$ cat src/rtl/unary_add_nch.sv
// unary_add_nch: multi-operand unary (thermometer-stream) adder.
// Read phase counts the 1-bits of NCH serial unary streams into a CNT_W-bit
// accumulator; write phase re-emits the total on dout as a run of 1s followed
// by a one-cycle done pulse. C is a sticky overflow flag.
// Build option: define UNARY_ADD_SAT_EN to saturate the accumulator at
// 2^CNT_W-1 on overflow; otherwise it wraps modulo 2^CNT_W.
module unary_add_nch #(
  parameter int NCH   = 2,
  parameter int CNT_W = 4
) (
  input  logic           clk,
  input  logic           rst_n,
  input  logic           en,
  input  logic           read_or_write,
  input  logic [NCH-1:0] din,
  output logic           dout,
  output logic           C,
  output logic           busy,
  output logic           done
);

  // Popcount width and a sum width wide enough to hold acc + popcount exactly.
  localparam int PC_W  = $clog2(NCH + 1);
  localparam int SUM_W = ((CNT_W > PC_W) ? CNT_W : PC_W) + 1;

  localparam logic [CNT_W-1:0] ACC_MAX = '1;

  localparam logic [1:0] S_ACC  = 2'd0;
  localparam logic [1:0] S_EMIT = 2'd1;
  localparam logic [1:0] S_HOLD = 2'd2;

  logic [1:0]       state, state_nxt;
  logic [CNT_W-1:0] acc, acc_nxt;
  logic [CNT_W-1:0] rem, rem_nxt;
  logic             c_nxt;
  logic             dout_nxt;
  logic             done_nxt;

  logic [PC_W-1:0]  pop;
  logic [SUM_W-1:0] sum;
  logic             ovf;
  logic [CNT_W-1:0] acc_add;

  // Count the set bits across all input streams for this cycle.
  always_comb begin
    pop = '0;
    for (int unsigned i = 0; i < NCH; i++) begin
      pop = pop + PC_W'(din[i]);
    end
  end

  // Exact sum, overflow detect, and the accumulator value to store.
  always_comb begin
    sum = SUM_W'(acc) + SUM_W'(pop);
    ovf = (sum > SUM_W'(ACC_MAX));
`ifdef UNARY_ADD_SAT_EN
    acc_add = ovf ? ACC_MAX : sum[CNT_W-1:0];
`else
    acc_add = sum[CNT_W-1:0];
`endif
  end

  // Next-state and next-output decode; dout and done default low so both
  // only ever reflect the cycle they were produced in.
  always_comb begin
    state_nxt = state;
    acc_nxt   = acc;
    rem_nxt   = rem;
    c_nxt     = C;
    dout_nxt  = 1'b0;
    done_nxt  = 1'b0;
    case (state)
      S_ACC: begin
        if (en) begin
          if (!read_or_write) begin
            acc_nxt = acc_add;
            if (ovf) begin
              c_nxt = 1'b1;
            end
          end else begin
            rem_nxt   = acc;
            state_nxt = S_EMIT;
          end
        end
      end
      S_EMIT: begin
        if (en) begin
          if (rem != '0) begin
            dout_nxt = 1'b1;
            rem_nxt  = rem - CNT_W'(1);
          end else begin
            done_nxt  = 1'b1;
            state_nxt = S_HOLD;
          end
        end
      end
      S_HOLD: begin
        if (en && !read_or_write) begin
          acc_nxt   = '0;
          c_nxt     = 1'b0;
          state_nxt = S_ACC;
        end
      end
      default: begin
        state_nxt = S_ACC;
      end
    endcase
  end

  // State, datapath and output registers; busy is registered from the
  // next-state so it tracks S_EMIT without decoding after the flop.
  always_ff @(posedge clk or negedge rst_n) begin
    if (!rst_n) begin
      state <= S_ACC;
      acc   <= '0;
      rem   <= '0;
      C     <= 1'b0;
      dout  <= 1'b0;
      done  <= 1'b0;
      busy  <= 1'b0;
    end else begin
      state <= state_nxt;
      acc   <= acc_nxt;
      rem   <= rem_nxt;
      C     <= c_nxt;
      dout  <= dout_nxt;
      done  <= done_nxt;
      busy  <= (state_nxt == S_EMIT);
    end
  end

endmodule

$ cat config.mk
export PLATFORM = sky130hd
export DESIGN_NAME = unary_add_nch
export DESIGN_NICKNAME = d
export VERILOG_FILES = /design/src/rtl/unary_add_nch.sv
export SDC_FILE = /design/constraint.sdc
export NUM_CORES = 1
export LEC_CHECK = 0
export ABC_AREA = 1
export ABC_CLOCK_PERIOD_IN_PS = 4300
export CAP_MARGIN = 10
export CELL_PAD_IN_SITES_DETAIL_PLACEMENT = 0
export CELL_PAD_IN_SITES_GLOBAL_PLACEMENT = 2
export CORE_ASPECT_RATIO = 0.6
export CORE_MARGIN = 2
export CORE_UTILIZATION = 35
export CTS_BUF_LIST = sky130_fd_sc_hd__clkbuf_4
export CTS_CLUSTER_SIZE = 12
export DETAILED_ROUTE_END_ITERATION = 8
export PLACE_DENSITY = 0.87
export SETUP_SLACK_MARGIN = 0.02
export SKIP_CTS_REPAIR_TIMING = 1
export SYNTH_ARGS = -nofsm -noshare
export SYNTH_HDL_FRONTEND = slang
export SYNTH_SLANG_ARGS = --single-unit
$ cat constraint.sdc
create_clock -name clk -period 4.3 [get_ports clk]
set_clock_uncertainty 0.2 [all_clocks]
set_input_delay 1.075 -clock clk [delete_from_list [all_inputs] [get_ports clk]]
set_output_delay 1.075 -clock clk [all_outputs]
set_load 0.02 [all_outputs]
# Word-level counts from Yosys, hierarchy flattened
# Index checks and enable logic that the tools add are counted.
word_totals:
  input_bits: 6
  reg_bits: 14
  output_inout_bits: 4
  wordCells: 56
op_classes:
  reduce_logical: 9
  addsub: 3
  eq_ne: 10
  mux: 26
  magnitude_cmp: 1
op_table:
  columns: ["cell", "n"]
  rows:
  - ["$mux 4", 7]
  - ["$pmux 4 s2", 2]
  - ["$ne 2x2->1 const B", 7]
  - ["$mux 1", 10]
  - ["$mux 2", 5]
  - ["$reduce_and 5->1", 2]
  - ["$pmux 2 s3", 1]
  - ["$add 4x2->5", 1]
  - ["$gt 5x4->1 const B", 1]
  - ["$eq 2x1->1 const B", 2]
  - ["$reduce_and 4->1", 1]
  - ["$reduce_bool 2->1", 2]
  - ["$reduce_bool 4->1", 1]
  - ["$sub 4x1->4 const B", 1]
  - ["$add 1x1->2", 1]
  - ["$eq 2x2->1 const B", 1]
  - ["$logic_not 2->1", 1]
  - ["$pmux 1 s2", 1]
  - ["$logic_and 1x1->1", 1]
  - ["$logic_not 1->1", 1]

# Logic depth before layout (Yosys ltp)
# Gate-level depths: netlist (run 1).
depth:
  ltp_word: 7
  mapped_depth: 8

# Worst setup path after synthesis (run 1)
# Ideal clock, no wire load.
synth_path:
  path_type: "input to register"
  from: "in din[0]"
  to: "reg C"
  n_path_buf: 0
  setup_slack_ns: 2.005
  setup_time_ns: 0.119
  t_arrival_ns: 1.976
  cell_stages: 6
  cell_sequence: "fa_1 ha_1 nand2_1 inv_1 a31oi_1 nor2_1"
synth_between:
  elab_chain_len: 5
synth_lines:
  columns: ["element", "line", "source"]
  rows:
  - ["from (decl)", "15", "input logic [NCH-1:0] din,"]
  - ["$add 1x1->2", "48", "pop = pop + PC_W'(din[i]);"]
  - ["$add 4x2->5", "54", "sum = SUM_W'(acc) + SUM_W'(pop);"]
  - ["$gt 5x4->1", "55", "ovf = (sum > SUM_W'(ACC_MAX));"]
  - ["$ne 2x2->1 (no source line)", null, null]
  - ["$reduce_and 5->1 (no source line)", null, null]
  - ["to (signal assigned)", "125", "C <= c_nxt;"]
  - ["to (decl)", "17", "output logic C,"]
# No other way between the ends.
# A chain may end at the register's enable or synchronous reset.

# Worst setup path in the final report (run 1)
layout_path:
  from: "in din[0]"
  to: "reg acc[2]"
layout_between:
  elab_chain_len: 5
layout_lines:
  columns: ["element", "line", "source"]
  rows:
  - ["$add 1x1->2", "48", null]
  - ["$add 4x2->5", "54", null]
  - ["$mux 4", "75", "if (!read_or_write) begin"]
  - ["$mux 4", "74", "if (en) begin"]
  - ["$pmux 4 s2", "72", "case (state)"]
  - ["to (signal assigned)", "123", "acc <= acc_nxt;"]
  - ["to (decl)", "33", "logic [CNT_W-1:0] acc, acc_nxt;"]
# No other way between the ends. The select of a mux whose other input is x is not followed.

==> results.cfg, run 1 <==
[timing]
max_slew_margin = 0.5596
rsz0062_at_grt = no
max_freq_mhz = 395.8
hold_viol_final = 0
min_period_over_period = 0.5876
setup_tns_ns = 0
finalSetupViolations = 0
tightest_slew_ns = 0.6586
drv_slew = 0
period_minus_slack_ns = 2.527

[cells_and_area]
nNetsFinal = 116
area.growth.synth_to_final_pct = 19.97
antennaDiodeCount = 0
drive_gt1_frac = 0.1509
utilization = 0.4696

[placed_design]
globalplace.congestion = 0.7857
hpwl_um = 1128
port-buffer-count = 9

[logic_synthesis]
yosysSeqAreaShare = 0.4620
yosys_register_bits = 14
yosys.cell_types.count = 20
synth-edff-count = 0
yosys-top-cells-area = dfrtp_1, nand2_1, inv_1, nand3_1, nor2_1
synthesis.area_um2 = 758.2
synthDominantCellAreaShare = 0.4620
ys.warnings.count = 0
ys.flop_type = dfrtp_1
synth_area_leader_cell = dfrtp_1
syn_nets = 102
async_flop_share = 1.000
syn_avg_cell_area_um2 = 8.153
syn-instance-count = 93
synthTopCellsByCount = nand2_1, dfrtp_1, inv_1, nand3_1, nor2_1
yosysMostFrequentCell = nand2_1

[cts]
cts_buffers = 3
cts_buffer_depth = 2
htree_levels = 1
cts.sinks = 14
clk_latency_ns = 0.28
cts.root.buffer_cell = clkbuf_4
tritoncts = built
clkTransAtPathRegs_ns = 0.09

[routing]
drt_iter0_markers = 14
routedWlPerCell_um = 11.07
route.met3.wl_um = 76
drc = 0
ant_nets = 0
drt-total-wl_um = 1484
dr.pass1.iters = 2
route.met2.wl_um = 513
routed-via-count = 598
wl_met1_um = 883
maxUsedRoutingLayer = met4
routed_via_density = 4.463

[min_path]
worstHoldStart = C$_DFFE_PN0P_
hp-class = reg2reg

[floorplanning]
initial_core_util = 0.3915
die_h_um = 40.06
die_w_um = 64.09
core_area_mm2 = 0.001937
rows = 12
ios = 10
dieArea_mm2 = 0.002567

[power]
seqPwrFrac = 0.379
switching_power_mw = 0.2746
clkPwrFrac = 0.132
p_int_mw = 0.3389
switching_share = 0.4476
p_per_area_mw_per_mm2 = 674.4
leakage_nw = 0.4728
share_comb_of_total_power = 0.489
vdd_ir_drop_max_v = 0.0001966

[grt]
grt_pass1_wl_um = 2477
track_usage = 0.1366
antenna_found_initial = 0
grt_max_degree = 15
overflow = 0
grt_pass1_vias = 542

[worst_setup_path]
critPathArrivalTime_ns = 2.56
cp-start-kind = input port
worstPathRequired_ns = 4.33
rr_startpoint = acc[0]$_DFFE_PN0P_
cp-startpoint = din[0]
path_max_fanout = 2
cp-end-kind = register
criticalPathCategory = in2reg

[flow_run]
drv_cap = 0

[status]
outcome = finished, final reports clean
final timing paths:
path | endpoint | slack, ns | depth (start not counted)
worst max register to register | acc[2]$_DFFE_PN0P_ | 2.63 | 7
worst min-delay path | C$_DFFE_PN0P_ | 0.32 | 2
worst min register to register | C$_DFFE_PN0P_ | 0.32 | 2
min in group asynchronous | acc[1]$_DFFE_PN0P_ | 0.98 | 1
max in group asynchronous | acc[2]$_DFFE_PN0P_ | 2.49 | 1
worst max-delay path | acc[2]$_DFFE_PN0P_ | 1.77 | 8
cells in the final DEF (no fill, tap or decap), drive strengths merged:
cell type and count:
nand2 27, fa 1, o22ai 1, nor3 1, clkbuf 3, inv 16
a31oi 1, dfrtp 14, ha 2, clkinv 1, o21ai 10, nand3 9
nand4 1, nor2 10, clkdlybuf4s50 9
power by group through the flow:
stage / logic (mW) / registers, mW / clock network [mW]
6_report: 0.300 / 0.233 / 0.0808
3_5_place_dp: 0.301 / 0.236 / 0
5_1_grt: 0.341 / 0.240 / 0.0888
3_3_place_gp: 0.301 / 0.235 / 0
4_1_cts: 0.302 / 0.233 / 0.0826
2_1_floorplan: 0.205 / 0.244 / 0
sequential cells by signal, indices dropped and copies added, names as in the netlist:
register,cells
rem,4
C,1
done,1
acc,4
dout,1
state,2
busy,1
cell type report:
cell class	count	area, µm²
Inverter	16	60.06
Clock buffer	3	22.52
Timing Repair Buffer	9	90.09
Multi-Input combinational cell	63	347.8
Clock inverter	1	3.754
Tap cell	28	35.03
Fill cell	196	1027
Sequential cell	14	350.3
kinds of logic after synthesis:
group | synth area share
fa+ha+maj | 0.05940
simple gates | 0.3119
flops | 0.4621
compound gates | 0.08747
buf+inv | 0.07920
critical path, cell delays in order:
cell and delay [ns]:
clkdlybuf4s50_1 0.43, fa_1 0.46, ha_1 0.22, nand2_1 0.06, inv_1 0.04, o21ai_0 0.13, o21ai_1 0.08, inv_1 0.05
per-stage QoR:
stage	std cells	hold WS, ns	power, mW	worst slack [ns]	instance area, µm²
after global placement	130	0.2835	0.5365	1.469	883.3
after floorplan	93	0.2950	0.4482	2.005	758.2
final	134	0.3173	0.6135	1.773	909.6
after detailed placement	130	0.2962	0.5370	1.486	883.3
after CTS	134	0.3192	0.6178	1.761	909.6
after global routing	134	0.3690	0.6698	1.622	909.6
per-layer routing:
metal | vias to the layer above | track usage
met1 | 268 | 0.1887
met5 | - | 0
met2 | 10 | 0.2005
met4 | 0 | 0.03191
met3 | 2 | 0.05618
li1 | 318 | -
No activity file was read; power rests on OpenSTA's default activity.
==> inputs of run 2 (changes only) <==
--- a/config.mk
+++ b/config.mk
@@ -6,17 +6,17 @@
 export NUM_CORES = 1
 export LEC_CHECK = 0
 export ABC_AREA = 1
-export ABC_CLOCK_PERIOD_IN_PS = 4300
+export ABC_CLOCK_PERIOD_IN_PS = 2600
 export CAP_MARGIN = 10
 export CELL_PAD_IN_SITES_DETAIL_PLACEMENT = 0
 export CELL_PAD_IN_SITES_GLOBAL_PLACEMENT = 2
 export CORE_ASPECT_RATIO = 0.6
 export CORE_MARGIN = 2
-export CORE_UTILIZATION = 35
+export CORE_UTILIZATION = 33
 export CTS_BUF_LIST = sky130_fd_sc_hd__clkbuf_4
 export CTS_CLUSTER_SIZE = 12
 export DETAILED_ROUTE_END_ITERATION = 8
-export PLACE_DENSITY = 0.87
+export PLACE_DENSITY = 0.83
 export SETUP_SLACK_MARGIN = 0.02
 export SKIP_CTS_REPAIR_TIMING = 1
 export SYNTH_ARGS = -nofsm -noshare
==> constraint.sdc (replaced) <==
create_clock -name clk -period 2.6 [get_ports clk]
set_clock_uncertainty 0.2 [all_clocks]
set_input_delay 0.65 -clock clk [delete_from_list [all_inputs] [get_ports clk]]
set_output_delay 0.65 -clock clk [all_outputs]
set_load 0.02 [all_outputs]
==> run 2 against run 1 <==
Utilization is 4.8 points lower. Combinational power grew 67%. Flip-flop and latch count unchanged. Largest power group unchanged. Sequential share of layout area shrank 0.11 points. Register-to-register slack got worse by 1.7 ns.
==> results.cfg, run 2 (same netlist as run 1, synthesis figures left out) <==
[worst_setup_path]
worstPathRequired_ns = 1.75
path_max_fanout = 2
cp-start-kind = register
critPathArrivalTime_ns = 1.28
path_delay_family = buffers and inverters
crit_chain = clkdlybuf4s50_1
slowest_stage = clkdlybuf4s50_1
criticalPathCategory = reg2out
cp-end-kind = primary output
crit_buf_inv = 1
critPathMaxStageDelay_ns = 0.61

[power]
p_per_area_mw_per_mm2 = 1117
power_mw = 1.019
p_int_mw = 0.5610
switching_share = 0.4494
vdd_ir_drop_max_v = 0.0003305
share_comb_of_total_power = 0.492
clkPwrFrac = 0.130
switching_power_mw = 0.4578
seqPwrFrac = 0.378
leakage_nw = 0.4728

[routing]
dr.pass1.iters = 4
drc = 0
ant_nets = 0
routed-via-count = 624
routed_via_density = 4.588
drt_iter0_markers = 37
routedWlPerCell_um = 11.15
drt-total-wl_um = 1517

[grt]
grt_max_degree = 15
grt_pass1_wl_um = 2753
antenna_found_initial = 0
overflow = 0
track_usage = 0.1461
grt_pass1_vias = 611

[cts]
htree_levels = 1
cts.root.buffer_cell = clkbuf_4
clk_latency_ns = 0.29
cts_buffers = 3
tritoncts = built
cts.sinks = 14
cts_buffer_depth = 2
clkTransAtPathRegs_ns = 0.10

[timing]
max_freq_mhz = 470.0
max_slew_margin = 0.5708
min_period_over_period = 0.8183
period_minus_slack_ns = 2.128
drv_slew = 0
tightest_slew_ns = 0.6418
hold_viol_final = 0
setup_tns_ns = 0
rsz0062_at_grt = no
finalSetupViolations = 0

[cells_and_area]
top_regs = acc x4, rem x4, state x2
mostFrequentLayoutCell = nand2_1
fill_cells = 229
instances_no_fill = 136
nNetsFinal = 116
area.growth.synth_to_final_pct = 20.30
drive_gt1_frac = 0.1509
final_cell_mix = nand2_1, dfrtp_1, inv_1, clkdlybuf4s50_1
stdcell_area_um2 = 912.1
antennaDiodeCount = 0

[min_path]
hp-class = reg2reg

[floorplanning]
core_area_mm2 = 0.002163
die_h_um = 41.13
dieArea_mm2 = 0.002710
die_w_um = 65.88
initial_core_util = 0.3505
ios = 10
rows = 13

[placed_design]
port-buffer-count = 9
hpwl_um = 1178
dpl_cell_area_um2 = 885.9
globalplace.congestion = 0.7437
dpl.cell_count = 132

[status]
outcome = finished, final reports clean

[flow_run]
drv_cap = 0
run 2: cell counts in the layout (fill, tap and decap cells not counted):
No cell type changed its count.
run 2: final cells by class:
class / count / area [µm²] / area share
Timing Repair Buffer: 9 / 90.09 / 0.09877
Clock inverter: 1 / 3.754 / 0.004115
Tap cell: 30 / 37.54 / 0.04115
Multi-Input combinational cell: 63 / 347.8 / 0.3813
Clock buffer: 3 / 22.52 / 0.02469
Sequential cell: 14 / 350.3 / 0.3841
Inverter: 16 / 60.06 / 0.06584
run 2: tightest hold or removal path: cells and delay by family (launching register included):
family	cells	cell delay, ns
AND/OR/NAND/NOR	2	0.16
flip-flops	1	0.37
run 2: power by group through the flow:
stage | registers, mW | logic [mW] | clock network, mW
floorplan | 0.403 | 0.339 | 0
global placement | 0.388 | 0.501 | 0
detailed placement | 0.388 | 0.504 | 0
CTS | 0.384 | 0.507 | 0.136
global route | 0.400 | 0.575 | 0.154
finish | 0.385 | 0.502 | 0.132
run 2: worst paths after layout:
kind                                      endpoint  slack [ns]                from  depth (start not counted)
worst min-delay path            rem[3]$_DFFE_PN0P_        0.35  rem[3]$_DFFE_PN0P_                          2
worst max register to register  acc[2]$_DFFE_PN0P_        0.96  acc[0]$_DFFE_PN0P_                          7
worst min register to register  rem[3]$_DFFE_PN0P_        0.35  rem[3]$_DFFE_PN0P_                          2
worst max-delay path                             C        0.47       C$_DFFE_PN0P_                          1
min in group asynchronous       rem[2]$_DFFE_PN0P_        0.55               rst_n                          1
max in group asynchronous       acc[3]$_DFFE_PN0P_        1.23               rst_n                          1
run 2: stage by stage:
step | setup WS [ns] | util | hold WS, ns
floorplan | 0.7300 | - | 0.1544
global placement | 0.1960 | 0.4095 | 0.2808
detailed placement | 0.2055 | 0.4095 | 0.3259
CTS | 0.4731 | 0.4216 | 0.3494
global route | 0.4200 | 0.4216 | 0.3852
finish | 0.4723 | 0.4216 | 0.3501
run 2: routing by layer:
| layer | wire [µm] | global-route usage |
|---|---|---|
| met5 | 0 | 0 |
| met4 | 12 | 0.04688 |
| met3 | 86 | 0.05769 |
| met2 | 618 | 0.2399 |
| met1 | 799 | 0.1809 |
